$ cat config.mk
export PLATFORM = sky130hd
export DESIGN_NAME = btn_event_arbiter
export DESIGN_NICKNAME = d
export VERILOG_FILES = /design/src/rtl/btn_event_arbiter.sv
export SDC_FILE = /design/constraint.sdc
export NUM_CORES = 1
export LEC_CHECK = 0
export ABC_AREA = 1
export CORE_MARGIN = 2
export CORE_UTILIZATION = 30
export CTS_BUF_LIST = sky130_fd_sc_hd__clkbuf_8 sky130_fd_sc_hd__clkbuf_16
export DETAILED_ROUTE_END_ITERATION = 7
export GPL_ROUTABILITY_DRIVEN = 0
export PLACE_DENSITY = 0.55
export SLEW_MARGIN = 20
export SYNTH_ARGS = -nofsm -noshare
export SYNTH_HDL_FRONTEND = slang
export SYNTH_SLANG_ARGS = --single-unit
export TNS_END_PERCENT = 1
$ cat constraint.sdc
create_clock -name clk -period 2.05 [get_ports clk]
set_input_delay 0.3075 -clock clk [delete_from_list [all_inputs] [get_ports clk]]
set_output_delay 0.3075 -clock clk [all_outputs]
set_load 0.01 [all_outputs]
$ cat src/rtl/btn_event_arbiter.sv
// Synchronizes, debounces and edge-detects WIDTH buttons, then serves press events round-robin
// on a valid/ready port. Define BTN_RELEASE_EVT_EN to also queue release events (adds evt_release).
module btn_event_arbiter #(
  parameter int WIDTH          = 4,
  parameter int SAMPLE_CNT_MAX = 62500,
  parameter int PULSE_CNT_MAX  = 200
) (
  input  logic                                      clk,
  input  logic                                      rst_n,
  input  logic [WIDTH-1:0]                          btn_async,
  output logic [WIDTH-1:0]                          btn_level,
  output logic                                      evt_valid,
  input  logic                                      evt_ready,
  output logic [((WIDTH > 1) ? $clog2(WIDTH) : 1)-1:0] evt_id,
  output logic                                      evt_overrun
`ifdef BTN_RELEASE_EVT_EN
  ,
  output logic                                      evt_release
`endif
);

  localparam int IW = (WIDTH > 1) ? $clog2(WIDTH) : 1;
`ifdef BTN_RELEASE_EVT_EN
  localparam int NS = 2 * WIDTH;
`else
  localparam int NS = WIDTH;
`endif
  localparam int SW = (NS > 1) ? $clog2(NS) : 1;
  localparam int TW = $clog2(SAMPLE_CNT_MAX);
  localparam int CW = $clog2(PULSE_CNT_MAX + 1);

  localparam logic [TW-1:0] TICK_LAST = TW'(SAMPLE_CNT_MAX - 1);
  localparam logic [CW-1:0] CNT_MAX   = CW'(PULSE_CNT_MAX);
  localparam logic [SW-1:0] SRC_LAST  = SW'(NS - 1);

  typedef enum logic [0:0] {
    IDLE = 1'b0,
    HOLD = 1'b1
  } state_t;

  logic [WIDTH-1:0]          sync1_q, sync2_q;
  logic [TW-1:0]             tick_cnt_q, tick_cnt_d;
  logic                      tick_s;
  logic [WIDTH-1:0][CW-1:0]  deb_cnt_q, deb_cnt_d;
  logic [WIDTH-1:0]          btn_level_q, btn_level_d, level_prev_q;
  logic [WIDTH-1:0]          press_s;
`ifdef BTN_RELEASE_EVT_EN
  logic [WIDTH-1:0]          release_s;
  logic                      evt_release_q, evt_release_d;
`endif
  logic [NS-1:0]             src_evt_s, clr_mask_s, pend_q, pend_d;
  logic                      evt_overrun_q, evt_overrun_d;
  logic                      accept_s;
  logic                      hi_found_s, lo_found_s;
  logic [SW-1:0]             hi_idx_s, lo_idx_s, gnt_idx_s;
  state_t                    state_q, state_d;
  logic                      evt_valid_q, evt_valid_d;
  logic [SW-1:0]             src_q, src_d, last_q, last_d;
  logic [IW-1:0]             evt_id_q, evt_id_d;

  // Sample-tick counter shared by every debouncer
  always_comb begin
    tick_s = (tick_cnt_q == TICK_LAST);
    if (tick_s) begin
      tick_cnt_d = '0;
    end else begin
      tick_cnt_d = tick_cnt_q + TW'(1);
    end
  end

  // Per-button saturating debounce; level follows the next counter value so release lags sync by one cycle
  always_comb begin
    deb_cnt_d   = deb_cnt_q;
    btn_level_d = '0;
    for (int i = 0; i < WIDTH; i++) begin
      if (!sync2_q[i]) begin
        deb_cnt_d[i] = '0;
      end else if (tick_s && (deb_cnt_q[i] != CNT_MAX)) begin
        deb_cnt_d[i] = deb_cnt_q[i] + CW'(1);
      end else begin
        deb_cnt_d[i] = deb_cnt_q[i];
      end
      btn_level_d[i] = (deb_cnt_d[i] == CNT_MAX);
    end
  end

  // Synchronizers, tick counter, debounce counters and level history
  always_ff @(posedge clk or negedge rst_n) begin
    if (!rst_n) begin
      sync1_q      <= '0;
      sync2_q      <= '0;
      tick_cnt_q   <= '0;
      deb_cnt_q    <= '0;
      btn_level_q  <= '0;
      level_prev_q <= '0;
    end else begin
      sync1_q      <= btn_async;
      sync2_q      <= sync1_q;
      tick_cnt_q   <= tick_cnt_d;
      deb_cnt_q    <= deb_cnt_d;
      btn_level_q  <= btn_level_d;
      level_prev_q <= btn_level_q;
    end
  end

  // Edge detection, pending set/clear and overrun; a re-press of the source being accepted is kept as new
  always_comb begin
    press_s   = btn_level_q & ~level_prev_q;
    src_evt_s = '0;
`ifdef BTN_RELEASE_EVT_EN
    release_s = ~btn_level_q & level_prev_q;
    for (int i = 0; i < WIDTH; i++) begin
      src_evt_s[2*i]   = press_s[i];
      src_evt_s[2*i+1] = release_s[i];
    end
`else
    src_evt_s = press_s;
`endif
    accept_s   = (state_q == HOLD) && evt_valid_q && evt_ready;
    clr_mask_s = '0;
    if (accept_s) begin
      clr_mask_s[src_q] = 1'b1;
    end else begin
      clr_mask_s = '0;
    end
    pend_d        = (pend_q & ~clr_mask_s) | src_evt_s;
    evt_overrun_d = |(src_evt_s & pend_q & ~clr_mask_s);
  end

  // Pending flags and overrun pulse
  always_ff @(posedge clk or negedge rst_n) begin
    if (!rst_n) begin
      pend_q        <= '0;
      evt_overrun_q <= 1'b0;
    end else begin
      pend_q        <= pend_d;
      evt_overrun_q <= evt_overrun_d;
    end
  end

  // Round-robin pick: lowest pending index above last_q, else lowest pending index overall
  always_comb begin
    hi_found_s = 1'b0;
    lo_found_s = 1'b0;
    hi_idx_s   = '0;
    lo_idx_s   = '0;
    for (int i = NS - 1; i >= 0; i--) begin
      if (pend_q[i] && (SW'(i) > last_q)) begin
        hi_found_s = 1'b1;
        hi_idx_s   = SW'(i);
      end else begin
        hi_found_s = hi_found_s;
      end
      if (pend_q[i]) begin
        lo_found_s = 1'b1;
        lo_idx_s   = SW'(i);
      end else begin
        lo_found_s = lo_found_s;
      end
    end
    if (hi_found_s) begin
      gnt_idx_s = hi_idx_s;
    end else begin
      gnt_idx_s = lo_idx_s;
    end
  end

  // Grant/hold FSM next-state and registered-output values
  always_comb begin
    state_d     = state_q;
    evt_valid_d = evt_valid_q;
    src_d       = src_q;
    last_d      = last_q;
    evt_id_d    = evt_id_q;
`ifdef BTN_RELEASE_EVT_EN
    evt_release_d = evt_release_q;
`endif
    case (state_q)
      IDLE: begin
        if (lo_found_s) begin
          state_d     = HOLD;
          evt_valid_d = 1'b1;
          src_d       = gnt_idx_s;
`ifdef BTN_RELEASE_EVT_EN
          evt_id_d      = IW'(gnt_idx_s >> 1);
          evt_release_d = gnt_idx_s[0];
`else
          evt_id_d    = gnt_idx_s;
`endif
        end else begin
          state_d     = IDLE;
          evt_valid_d = 1'b0;
        end
      end
      HOLD: begin
        if (accept_s) begin
          state_d     = IDLE;
          evt_valid_d = 1'b0;
          last_d      = src_q;
        end else begin
          state_d     = HOLD;
        end
      end
      default: begin
        state_d     = IDLE;
        evt_valid_d = 1'b0;
      end
    endcase
  end

  // FSM state and event-port registers
  always_ff @(posedge clk or negedge rst_n) begin
    if (!rst_n) begin
      state_q     <= IDLE;
      evt_valid_q <= 1'b0;
      src_q       <= '0;
      last_q      <= SRC_LAST;
      evt_id_q    <= '0;
`ifdef BTN_RELEASE_EVT_EN
      evt_release_q <= 1'b0;
`endif
    end else begin
      state_q     <= state_d;
      evt_valid_q <= evt_valid_d;
      src_q       <= src_d;
      last_q      <= last_d;
      evt_id_q    <= evt_id_d;
`ifdef BTN_RELEASE_EVT_EN
      evt_release_q <= evt_release_d;
`endif
    end
  end

  assign btn_level   = btn_level_q;
  assign evt_valid   = evt_valid_q;
  assign evt_id      = evt_id_q;
  assign evt_overrun = evt_overrun_q;
`ifdef BTN_RELEASE_EVT_EN
  assign evt_release = evt_release_q;
`endif

endmodule

==> impl.org, run 1 <==
** Run status
- The flow ran to the end, and the final reports show no timing, DRC or antenna violations.

** Layout
- Area growth, synth to finish :: 15.9%
- Ant. Diodes :: 0
- Of the cells placed in the final design, the portion with a size suffix greater than 1 is 0.0664.
- The final layout contains 598 nets.
- Non-filler instance count after layout :: 763

** Route
- Length of the first detailed-routing pass in iterations :: 4
- The detail route stage leaves a number of antenna-violating nets equal to 0.
- Dividing the detail-routed wire length by the instance count gives 11.6 um.
- Number of DRC markers after the initial detailed-route iteration :: 187
- Across all layers, the routed design uses 3,499 vias.
- Using the TritonRoute via totals, the vias-per-cell ratio works out to 4.59.
- For this run, design rule violations remaining after detail routing come to 0.
- For this block, the routed nets add up to 8820 um of wire.

** Power and ir drop
- Comb power frac :: 0.094
- Clock power share :: 0.441
- For this design the ratio of total power to cell area is 757 nW/um^2.
- Internal power component :: 2.69 mW
- Summed over all nets, the switching power comes to 953 uW.
- Switching part of the total :: 0.262
- VDD sags by at most 0.000362 V.
- For this design the static power due to leakage is 2.53 nW.
- Sequential power share :: 0.464
- Power comes to 3.64 mW.

** Synth
- The synthesized design contains 75 register bits.
- Count of distinct cell types in the synthesized netlist :: 32
- Cells after Synth :: 560
- Mean Syn Cell Area :: 7.41 um^2
- Post-synth design cell area :: 4150 um^2
- Proportion of synthesized chip area in sequential cells :: 0.453
- Post-synthesis net count :: 576
- For this run, the number of Yosys warnings is 0.

** Timing
- Least-Margin Pin Slew :: 0.494 ns
- Setup slack closes at 0.280 ns.
- Dividing the final minimum period by the clock period gives 0.864.
- The clock period could shrink to 1.77 ns.
- On the final layout, the worst clock skew is 0.00866 ns.
- The final max-slew violation count came to 0.
- Sum Neg Setup Slack :: 0 ns
- Max frequency :: 565 MHz
- Across all hold checks on the routed design, the worst slack comes to 0.348 ns.
- Hold Fails Final Rpt :: 0
- Count of endpoints failing setup in the final report :: 0
- Setup repair after global routing missed its margin :: no
- Relative slew slack :: 0.670

** Worst hold path
- Hold Path Sink :: sync2_q[1]$_DFF_PN0_
- Worst Hold Path Cells :: 0
- In this run the most critical hold path is launched from sync1_q[1]$_DFF_PN0_.
- In this run the worst hold path is classified as reg -> reg.

** CTS
- CTS tree :: built
- Max Buffers Root-to-Sink :: 2
- In this run the number of H-tree levels came out at 3.
- The number of clock buffers added by TritonCTS is 9.
- The clock reaches the later pin of the worst-skew pair after 0.34 ns.
- Clock net sink count :: 75
- Worst-path clk slew :: 0.06 ns
- Cell at the root of the clock tree :: clkbuf_16

** Worst setup path
- In this run the critical register-to-register path is captured at btn_level[0]$_DFF_PN0_.
- Most used cell along the critical path :: nand2_1
- The worst setup path is captured at a flop.
- Counting both buffers and inverters, the worst setup path holds a total of 1.
- On the worst path, the slowest cell contributes a delay of 0.37 ns.
- CP Depth :: 10
- Walking the worst path, the cells encountered are ha_1 > nand2_1 > nor2_2 > nand3_1 > nand2_1 > nand3_1 > nand2_1 > inv_1 > nand2_1 > nor2_1.
- STA classifies the critical path startpoint as a flop.
- Number of cells on the worst reg-to-reg path :: 10
- Along the worst path, the maximum fanout reaches 8.
- For this design, the slowest cell found on the critical path is dfrtp_1.
- By startpoint and endpoint, the worst setup path is classified as reg -> reg.
- Launch point of the worst reg-to-reg path :: tick_cnt_q[0]$_DFF_PN0_
- In this design, the largest share of critical-path delay is due to simple AND/OR/NAND/NOR gates.
- Required time worst endpoint :: 2.29 ns
- The most critical setup path has its startpoint at tick_cnt_q[0]$_DFF_PN0_.
- R2R Setup Slk :: 0.28 ns
- At the worst endpoint, the arrival time is 2.01 ns.

** Place
- The HPWL after detailed placement is 6280 um.
- Including well taps, the total number of placed cells is 746.
- In this run the tool buffered the top-level ports with 14 buffer cells.
- Worst Setup Slack post-DPL :: 0.203 ns

** Global route
- Summed over all layers, the global routing overflow is 0.
- Across every metal layer, demand over resource in global routing totals 0.132.
- The number of global-route vias before repair was 3,457.
- Largest net degree at the start of global routing :: 38
- The number of antenna violations at the first check in global routing was 0.
- Global-route wire length before repair :: 15,600 um

** Floorplanning
- Row generation in the floorplan step produced 42 rows.
- For this design the top-level I/O count stands at 15.
- Placeable core region :: 13,400 um^2
- Die Ht :: 122 um
- Starting density of the core :: 0.310
- Chip Width :: 122 um
- Die area :: 14,800 um^2

** Job
- Max-cap violations in this run came to 0.
[cell type report]
class / instances / area (um^2)
sequential: 75 / 1880
multi-input combinational: 355 / 1740
clock inverter: 7 / 75.1
fill: 1363 / 8590
timing repair buffer: 22 / 225
clock buffer: 9 / 225
inverter: 119 / 447
tap: 176 / 220
[stage by stage]
step | area [um^2] | utilization
after detailed placement | 4500 | 0.336
after global routing | 4810 | 0.359
after global placement | 4500 | 0.336
after CTS | 4810 | 0.359
final | 4810 | 0.359
after floorplan | 4150 | -
[worst max-delay path by stage]
stage,end,slack [ns]
after global routing,btn_level[1]$_DFF_PN0_,0.06
after detailed placement,evt_overrun$_DFF_PN0_,0.20
after global placement,evt_overrun$_DFF_PN0_,0.28
after CTS,btn_level[0]$_DFF_PN0_,0.28
after floorplan,tick_cnt_q[14]$_DFF_PN0_,0.52
final,btn_level[0]$_DFF_PN0_,0.28
[placed cells by master (no fill, tap or decap), drive strengths merged, types with 2 or more instances in the layout]
cell / synthesis / routed
clkinv: 1 / 2
clkdlybuf4s50: 0 / 13
o21ai: 19 / 19
dfrtp: 73 / 73
nand3: 65 / 65
dfstp: 2 / 2
a21oi: 10 / 10
nand4: 29 / 29
nor2: 73 / 73
inv: 118 / 120
ha: 9 / 9
nor3: 8 / 8
xor2: 5 / 5
clkinvlp: 0 / 3
xnor2: 3 / 3
buf: 11 / 8
clkbuf: 0 / 9
nand2: 125 / 125
[routing by layer]
metal	wire length, um	track usage	part of all wire
met4	254	0.0718	0.029
met3	250	0.0215	0.028
met5	0	0	0
met2	4150	0.223	0.47
met1	4170	0.161	0.47
[power by group through the flow]
| stage | combinational [mW] | clock, mW | sequential, mW |
|---|---|---|---|
| final | 0.343 | 1.61 | 1.69 |
| after global routing | 0.399 | 1.71 | 1.70 |
| after CTS | 0.350 | 1.64 | 1.69 |
| after detailed placement | 0.347 | 0 | 1.72 |
| after global placement | 0.345 | 0 | 1.71 |
| after floorplan | 0.197 | 0 | 1.70 |
[sequential cells by signal (all words and copies together) (netlist names), 2 cells and up]
name and flops:
deb_cnt_q 32, tick_cnt_q 16, btn_level 4, pend_q 4
evt_id 2, last_q 2, sync1_q 4, sync2_q 4
level_prev_q 4
[worst reg2reg max path, stage by stage (launching register included)]
cell and delay [ns]:
dfrtp_1 0.37, ha_1 0.27, nand2_1 0.09, nor2_2 0.37
nand3_1 0.15, nand2_1 0.08, nand3_1 0.11, nand2_1 0.09
inv_1 0.04, nand2_1 0.06, nor2_1 0.04
[cell usage after synthesis, drive strengths merged]
master	instances	share of area
buf	11	0.020
nand3	65	0.078
o31ai	1	0.0018
nand3b	1	0.0018
a22oi	1	0.0018
xor2	5	0.011
nor3	8	0.0096
o221ai	1	0.0021
inv	118	0.11
nor2	73	0.075
o21ai	19	0.023
a21boi	1	0.0018
o22ai	1	0.0015
o32ai	1	0.0021
a31oi	1	0.0015
ha	9	0.027
a21oi	10	0.012
nand2	125	0.11
nor3b	1	0.0018
xnor2	3	0.0063
dfrtp	73	0.44
clkinv	1	0.00090
nand4	29	0.047
dfstp	2	0.013
[cell families (layout without fill, tap and decap cells)]
kind of cell / Yosys count / in the layout / share of synthesized area
xor gates and xnor gates: 8 / 8 / 0.0169
and+or+nand+nor: 302 / 302 / 0.328
AOI/OAI and AO/OA: 36 / 36 / 0.0476
adders and majority gates: 9 / 9 / 0.0271
buffers and inverters: 130 / 157 / 0.128
DFF: 75 / 75 / 0.453
[what timing repair did]
item / 4_1_cts / 5_1_grt
hold buffers: 1 / 0
resized for setup: 0 / 0
setup endpoints to repair: 0 / 0
setup buffers: 0 / 0
endpoints found under the hold margin: 34 / 0
Note: power is estimated with default switching activity, not from simulation.
==> run 2: changes to the inputs <==
--- a/config.mk
+++ b/config.mk
@@ -11,7 +11,6 @@
 export CTS_BUF_LIST = sky130_fd_sc_hd__clkbuf_8 sky130_fd_sc_hd__clkbuf_16
 export DETAILED_ROUTE_END_ITERATION = 7
 export GPL_ROUTABILITY_DRIVEN = 0
-export PLACE_DENSITY = 0.55
 export SLEW_MARGIN = 20
 export SYNTH_ARGS = -nofsm -noshare
 export SYNTH_HDL_FRONTEND = slang
==> run 2 against run 1 <==
- via count about the same
- sequential share of layout area barely moved
- core utilization about the same
- combinational power grew 4%
- global-route usage is 0.18 points lower
- sequential power hardly changed
- first-iteration DRC count up 50%
- non-clock buffer count grew 1
- critical path depth is 1 higher
- critical path type unchanged
==> impl.org, run 2 (synthesis gave the netlist of run 1 again) <==
** Run status
- Run status :: completed

** Worst setup path
- Sequence of cells on the critical path :: ha_1 > nand4_4 > nor2_8 > buf_12 > nand3_1 > nand2_1 > inv_1 > nor2_1 > nor2_1 > nand2_1 > nor2_1
- The largest single stage delay on the critical path is 0.37 ns.
- Startpoint kind of the worst setup timing path :: flop
- For this design, the slowest cell found on the critical path is dfrtp_1.
- Critical path type :: reg -> reg
- Required time worst endpoint :: 2.27 ns
- Arrival time at the worst endpoint :: 2.03 ns
- Most used cell along the critical path :: nor2_1
- Kind of capture point of the worst setup path :: flop
- In this run the worst path has a maximum fanout of 22.

** Global route
- The first global-routing pass estimated 15,300 um of wire.
- In the global route stage, met3 resource usage came out at 0.0262.
- Busiest grt layer :: met2
- Number of global-route vias before repair :: 3,424
- In the global route stage, met2 resource usage came out at 0.223.
- Met1 GRT Util :: 0.160
- Entering global routing, the biggest net connects 58 pins.
- GRT Overall Usage :: 0.130
- The number of antenna violations at the first check in global routing was 0.
- Gr ovfl total :: 0

** Floorplanning
- Starting density of the core :: 0.310
- The floorplan step defined a die boundary enclosing 14,800 um^2.
- The region available for standard cell placement spans 13,400 um^2.
- In this run the horizontal extent of the chip is 122 um.
- 15 I/O pins were placed.
- Rows :: 42
- Die Ht :: 122 um

** Timing
- Total count of max-transition violations in the final report :: 0
- For the pin with the worst max-slew slack, the measured transition is 0.433 ns.
- Final-layout worst hold slack :: 0.345 ns
- Relative slew slack :: 0.711
- Setup repair after global routing missed its margin :: no
- The smallest clock period supported by the final layout is computed as 1.81 ns.
- Final setup margin :: 0.245 ns
- Hold Fails Final Rpt :: 0
- Setup violations remaining at the end of the flow were counted as 0.
- Max frequency :: 554 MHz
- Adding up every negative setup slack in the final design gives 0 ns.
- Fraction of the cycle the final worst path needs :: 0.881
- On the final layout, the worst clock skew is 0.00867 ns.

** Route
- Wires add up to 8720 um.
- The routed layout has 3,496 vias.
- Number of DRC markers after the initial detailed-route iteration :: 281
- Routed WL per cell :: 11.4 um
- Count of unresolved DRC violations after routing :: 0
- Number of vias per cell after detailed routing :: 4.58
- Length of the first detailed-routing pass in iterations :: 4
- In this run the remaining antenna-violating nets after routing total 0.

** CTS
- Buffers inserted to repair hold after CTS numbered 1.
- CTS placed an instance of clkbuf_16 at the clock tree root.
- Clock net sink count :: 75
- TritonCTS built the clock tree.
- The number of clock buffers added by TritonCTS is 9.
- After clock tree synthesis, the setup repair step added 0 buffers.
- The clock passes through at most 2 buffers.
- Post-CTS repair changed the size of 0 cells.
- Worst-path clk slew :: 0.06 ns
- At the later pin of the worst-skew pair, clock insertion delay measures 0.33 ns.
- The H-tree was split into 3 levels.

** Place
- Port Buf Inserts :: 14
- OpenSTA, run right after detailed placement, puts the worst setup slack at 0.239 ns.
- DP HPWL :: 6280 um

** Power and ir drop
- Leakage Power :: 2.56 nW
- Dividing total power by cell area gives a power density of 744 nW/um^2.
- VDD sags by at most 0.000368 V.
- Total power of the final layout :: 3.58 mW

** Layout
- The register with the most flip-flops in the layout has 32 of them.
- The largest registers in the layout are deb_cnt_q (32), tick_cnt_q (16).
- Most frequent standard cell in the layout excluding fill and tap cells :: nand2_1
- Compared with the post-synthesis result, the final layout area differs by 15.9%.
- Layout cell share with drive strength beyond 1 :: 0.0629
- Top reg by flops :: deb_cnt_q
- Leaving out fill and tap cells, the most frequent cells in the layout are nand2_1 (124), inv_1 (118), dfrtp_1 (73).
- 0 antenna diodes ended up in the layout.
- After the last flow step, the layout net total stands at 599.

** Worst hold path
- The min-delay analysis places its worst path in the category reg -> reg.

** Job
- Across the run, the number of max-cap violations was 0.
-- run 2: changes by cell type in the layout (fill, tap and decap cells not counted) --
cell	change
clkinv_2	+1
clkbuf_8	+1
inv_1	+3
clkinvlp_4	-3
buf_4	+1
inv_6	-2
-- run 2: where the power goes --
| part | internal (mW) | total (mW) | switching [mW] |
|---|---|---|---|
| Clock | 0.958 | 1.54 | 0.580 |
| Sequential | 1.60 | 1.69 | 0.0919 |
| Combinational | 0.147 | 0.357 | 0.209 |
-- run 2: layout make-up --
class / instances / area, um^2
Inverter: 119 / 447
Sequential cell: 75 / 1880
Fill cell: 1388 / 8590
Timing Repair Buffer: 23 / 233
Tap cell: 176 / 220
Clock buffer: 10 / 239
Multi-Input combinational cell: 355 / 1740
Clock inverter: 6 / 51.3
-- run 2: final timing paths --
| kind | from | endpoint | slack (ns) | depth (start not counted) |
|---|---|---|---|---|
| worst max-delay path | tick_cnt_q[0]$_DFF_PN0_ | btn_level[0]$_DFF_PN0_ | 0.24 | 11 |
| worst min-delay path | sync1_q[1]$_DFF_PN0_ | sync2_q[1]$_DFF_PN0_ | 0.34 | 0 |
| worst max register to register | tick_cnt_q[0]$_DFF_PN0_ | btn_level[0]$_DFF_PN0_ | 0.24 | 11 |
| worst min register to register | sync1_q[1]$_DFF_PN0_ | sync2_q[1]$_DFF_PN0_ | 0.34 | 0 |
| max in group asynchronous | rst_n | last_q[0]$_DFFE_PN1P_ | 1.02 | 3 |
| min in group asynchronous | rst_n | tick_cnt_q[7]$_DFF_PN0_ | 0.39 | 2 |
-- run 2: critical path, delay by kind of cell (launching register included) --
| family | cells | cell delay (ns) |
|---|---|---|
| and+or+nand+nor | 8 | 0.82 |
| DFF | 1 | 0.37 |
| adders and majority gates | 1 | 0.29 |
| buffers and inverters | 2 | 0.21 |
-- run 2: routing by layer --
| metal | vias up | routed length [um] |
|---|---|---|
| met5 | - | 0 |
| met4 | 0 | 142 |
| met3 | 11 | 290 |
| met2 | 50 | 4130 |
| met1 | 1634 | 4160 |
| li1 | 1801 | - |
-- run 2: metrics by stage --
step | std cells | utilization | instance area, um^2
6_report | 764 | 0.359 | 4810
4_1_cts | 764 | 0.359 | 4810
3_3_place_gp | 747 | 0.337 | 4510
2_1_floorplan | 560 | - | 4150
3_5_place_dp | 747 | 0.337 | 4510
5_1_grt | 764 | 0.359 | 4810
==> run 3: changes to the inputs <==
--- a/config.mk
+++ b/config.mk
@@ -6,11 +6,13 @@
 export NUM_CORES = 1
 export LEC_CHECK = 0
 export ABC_AREA = 1
+export ABC_CLOCK_PERIOD_IN_PS = 2050
 export CORE_MARGIN = 2
 export CORE_UTILIZATION = 30
 export CTS_BUF_LIST = sky130_fd_sc_hd__clkbuf_8 sky130_fd_sc_hd__clkbuf_16
 export DETAILED_ROUTE_END_ITERATION = 7
 export GPL_ROUTABILITY_DRIVEN = 0
+export SKIP_CTS_REPAIR_TIMING = 1
 export SLEW_MARGIN = 20
 export SYNTH_ARGS = -nofsm -noshare
 export SYNTH_HDL_FRONTEND = slang
==> results of run 3 <==
No change in the layout: final DEF, timing and power equal those of run 2.
==> variant 1 (settings of run 3) <==
The parameter `WIDTH` goes from 4 to 8.
--- a/src/rtl/btn_event_arbiter.sv
+++ b/src/rtl/btn_event_arbiter.sv
@@ -1,7 +1,7 @@
 // Synchronizes, debounces and edge-detects WIDTH buttons, then serves press events round-robin
 // on a valid/ready port. Define BTN_RELEASE_EVT_EN to also queue release events (adds evt_release).
 module btn_event_arbiter #(
-  parameter int WIDTH          = 4,
+  parameter int WIDTH          = 8,
   parameter int SAMPLE_CNT_MAX = 62500,
   parameter int PULSE_CNT_MAX  = 200
 ) (
Ports: changed (resized btn_async, btn_level and evt_id); port bits go from 15 to 24. The function was not compared with the original's and may differ.
==> variant 1 against run 3 <==
Clock skew up 0.0021 ns; cell area grew 82%; wire length is 89% higher; sequential cell count increased by 54; setup slack worse by 0.10 ns; power is 53% higher; die area grew 75%; synthesized area is 78% higher; hold slack got worse by 0.031 ns; critical path type unchanged; largest cell class is now multi-input combinational cells.
==> variant 1: results (changes against run 3) <==
setup_path:
  crit_path_max_fanout: 8  # -64%
  r2r_end: "btn_level[4]"
  arrival_ns: 2.22  # +0.19 ns
  r2r_slack_ns: 0.14  # -0.10 ns
  slowest_delay_ns: 0.41  # +0.04 ns
layout:
  signal_buffers: 49  # +110%
  layout.nonclk_buf_share_pct: 5.41  # +0.57 points
  clk_share_pct: 6.18  # +0.15 points
  layout-drive-gt1-share_pct: 8.30  # +2.0 points
  inverters: 183  # +54%
  largest_register_ffs: 64  # +100%
  clkbuf_count: 18  # +8
  fin_util_pct: 36.2  # +0.25 points
  multi_input_gates: 679  # +91%
  multi_input_area_share_pct: 39.0  # +2.7 points
  nets: 1087  # +81%
  regArea_um2: 3240  # +72%
global_route:
  use_met3_pct: 3.05  # +0.43 points
  grt_pass1_vias: 6130  # +79%
  globalRouteMet1Util_pct: 18.8  # +2.7 points
  track_usage_pct: 13.5  # +0.51 points
sta:
  relSlewSlack_pct: 70.2  # -0.90 points
  worst_hold_slack_ns: 0.314  # -0.0309 ns
  min_period_ns: 1.91  # +0.104 ns
  skew_ns: 0.0107  # +0.00205 ns
logic_synthesis:
  yosysTopAreaCellShare_pct: 42.7  # -1.3 points
  synth_area_leaders: "dfrtp_1, nand2_1, inv_1"
  synthXorXnorAreaFrac_pct: 4.27  # +2.6 points
  syn-num-nets: 1026  # +78%
  synth_area_per_cell_um2: 7.40  # -0.19%
  synth_top_cells_by_count: "nand2_1, inv_1, dfrtp_1"
  synth-compound-area-share_pct: 5.51  # +0.74 points
  synthAdderAreaFrac_pct: 2.88  # +0.17 points
  synth_cell_types: 40  # +25%
  muxShareOfSynthArea_pct: 0.305  # +0.30 points
placement:
  dpl_cell_area_um2: 8150  # +81%
  place_hpwl_mm: 12.1  # +93%
  io_buffers: 23  # +9
  dp.cells: 1362  # +82%
  pre_cts_ws_ns: 0.0540  # -0.185 ns
route:
  wirelength_mm: 16.5  # +89%
  dr_wl_met2_mm: 7.43  # +80%
  vias: 6455  # +85%
  wl_per_cell_um: 11.8  # +3.7%
  met3WireLength_um: 803  # +180%
  wl_met1_mm: 8.04  # +93%
power_and_ir_drop:
  p_comb_share_pct: 1.7  # -8.3 points
  irDropWorstVdd_uv: 403  # +9.4%
  power_clock_uw: 2790  # +81%
  cellLeakagePower_uw: 0.00455  # +78%
  switchingPower_uw: 1210  # +37%
clocking:
  cts_num_sinks: 129  # +72%
  clk_latency_ns: 0.43  # +0.10 ns
  numCtsBuffers: 17  # +8
worst_hold_path:
  hold_start: "btn_async[3]"
  min-delay-path-class: "primary input to flip-flop"
floorplan:
  num_rows: 57  # +36%
outcome:
  status: "finished, final reports clean"
-- variant 1: how the worst max path moves through the flow --
stage / start / end / slack (ns) / cells after the start
floorplan: deb_cnt_q[16] / btn_level[2] / 0.39 / 9
finish: tick_cnt_q[0] / btn_level[4] / 0.14 / 11
detailed placement: tick_cnt_q[0] / btn_level[2] / 0.05 / 12
CTS: tick_cnt_q[0] / btn_level[2] / 0.04 / 12
global route: deb_cnt_q[32] / btn_level[4] / -0.03 / 11
global placement: tick_cnt_q[0] / btn_level[7] / 0.1 / 12
-- variant 1: worst reg2reg max path, cell delays in order, from the launching register on --
cell     delay (ns)
dfrtp_1        0.41
ha_4           0.19
nand2_1        0.08
inv_1          0.08
nand2_2        0.08
nor2_8         0.26
buf_4          0.21
nand3_1        0.08
a21oi_1        0.22
nor2_1         0.06
nand3_1        0.09
nor2_1         0.04
==> variant 2 (config.mk and constraints of run 3) <==
Without the edit above. Register the output `btn_level` once more; this adds one clock of latency there. The other outputs are not delayed to match.
--- a/src/rtl/btn_event_arbiter.sv
+++ b/src/rtl/btn_event_arbiter.sv
@@ -231,7 +231,9 @@
     end
   end
 
-  assign btn_level   = btn_level_q;
+  always_ff @(posedge clk) begin
+    btn_level <= btn_level_q;
+  end
   assign evt_valid   = evt_valid_q;
   assign evt_id      = evt_id_q;
   assign evt_overrun = evt_overrun_q;
Function: same outputs for any inputs over 10 cycles, from zero or initial values and one cycle with rst_n low; that may be too few to reach the edited logic, so the function may still have changed.
==> variant 2 against run 3 <==
Largest cell class unchanged; power up 2.2%; sequential cell count up 4; global-route usage about the same; maximum frequency down 2.8%; cell area up 1.6%; synthesized area up 1.9%; cell count up 1.0%; setup slack worse by 0.052 ns; core utilization down 0.56 points; wire length up 2.8%; via count up 2.0%.
==> variant 2: results (changes against run 3) <==
route:
  drt-initial-drc-count: 249  # -11%
  vias: 3565  # +2.0%
  wl_met1_mm: 4.02  # -3.5%
  top_layer: "met4"
  met3WireLength_um: 420  # +45%
  drtPass1Iterations: 5  # +1
  wirelength_mm: 8.97  # +2.8%
  dr_wl_met2_mm: 4.35  # +5.5%
global_route:
  globalRouteMet1Util_pct: 15.4  # -0.67 points
  use_met3_pct: 3.62  # +1.0 points
  gr-usage-met2_pct: 22.5  # +0.29 points
  grt_pass1_vias: 3462  # +1.1%
  track_usage_pct: 13.0  # -0.019 points
  grt_max_degree: 33  # -43%
  antenna_found_initial: 0  # unchanged
  grt_pass1_wl_mm: 15.5  # +1.3%
sta:
  worst_hold_slack_ns: 0.348  # +0.00358 ns
  finalMaxSlewViolations: 0  # unchanged
  fin_crit_sh_pct: 90.6  # +2.5 points
  skew_ns: 0.0101  # +0.00142 ns
  relSlewSlack_pct: 69.1  # -2.0 points
logic_synthesis:
  yosysSeqAreaShare_pct: 46.3  # +1.0 points
  syn-num-nets: 580  # +0.69%
  async_reset_ff_share_pct: 94.9  # -5.1 points
  synth_top_cells_by_count: "nand2_1, inv_1, dfrtp_1"
  synth_area_leaders: "dfrtp_1, nand2_1, inv_1"
  synth_cell_types: 33  # +3.1%
  yosys_most_used_dff: "dfrtp_1"
  synthCells: 564  # +0.71%
clocking:
  cts.clk_slew.worst_paths_ns: 0.06  # about the same
  clk_latency_ns: 0.34
layout:
  final_cells: 772  # +1.0%
  nets: 603  # +0.67%
  layout-drive-gt1-share_pct: 6.76  # +0.46 points
  fill_cells: 1367  # -1.5%
setup_path:
  slowest_delay_ns: 0.38
  slowest_stage: "dfrtp_1"
  arrival_ns: 2.08  # +0.05 ns
  crit_path_max_fanout: 19  # -14%
  r2r_end: "btn_level_q[0]"
  critPathCapture: "btn_level_q[0]"
  r2r_slack_ns: 0.19  # -0.05 ns
placement:
  dp.cells: 755  # +1.1%
  pre_cts_ws_ns: 0.109  # -0.129 ns
  dpl_cell_area_um2: 4580  # +1.6%
  place_hpwl_mm: 6.53  # +4.0%
power_and_ir_drop:
  irDropWorstVdd_uv: 397  # +7.9%
  cellLeakagePower_uw: 0.00257  # +0.55%
worst_hold_path:
  hold_end: "sync2_q[3]"
  hold_start: "sync1_q[3]"
outcome:
  status: "finished, final reports clean"
## variant 2: changes by cell type in the layout (fill, tap and decap cells not counted), sizes merged
cell and change:
dfxtp +4, clkinvlp +1, clkinv +1, inv -1, bufinv -1
## variant 2: layout make-up
type	count	area, µm²	share of cell area [%]
clock buffers	10	239	4.89
clock inverters	6	53.8	1.10
inverters	119	447	9.14
multi-input cells	355	1740	35.6
flip-flops and latches	79	1960	40.1
well taps	180	225	4.61
repair buffers	23	220	4.51
## variant 2: cells by family (layout without fill, tap and decap cells)
family | Yosys count | in the layout | share of synthesized area [%]
xor gates and xnor gates | 8 | 8 | 1.66
and+or+nand+nor | 302 | 302 | 32.2
AOI/OAI and AO/OA | 36 | 36 | 4.67
DFF | 79 | 79 | 46.3
adders and majority gates | 9 | 9 | 2.66
buffers and inverters | 130 | 158 | 12.5
## variant 2: report_power, final
group,internal (µW),switching (µW)
clock,872,666
sequential,1670,92.6
combinational,148,209
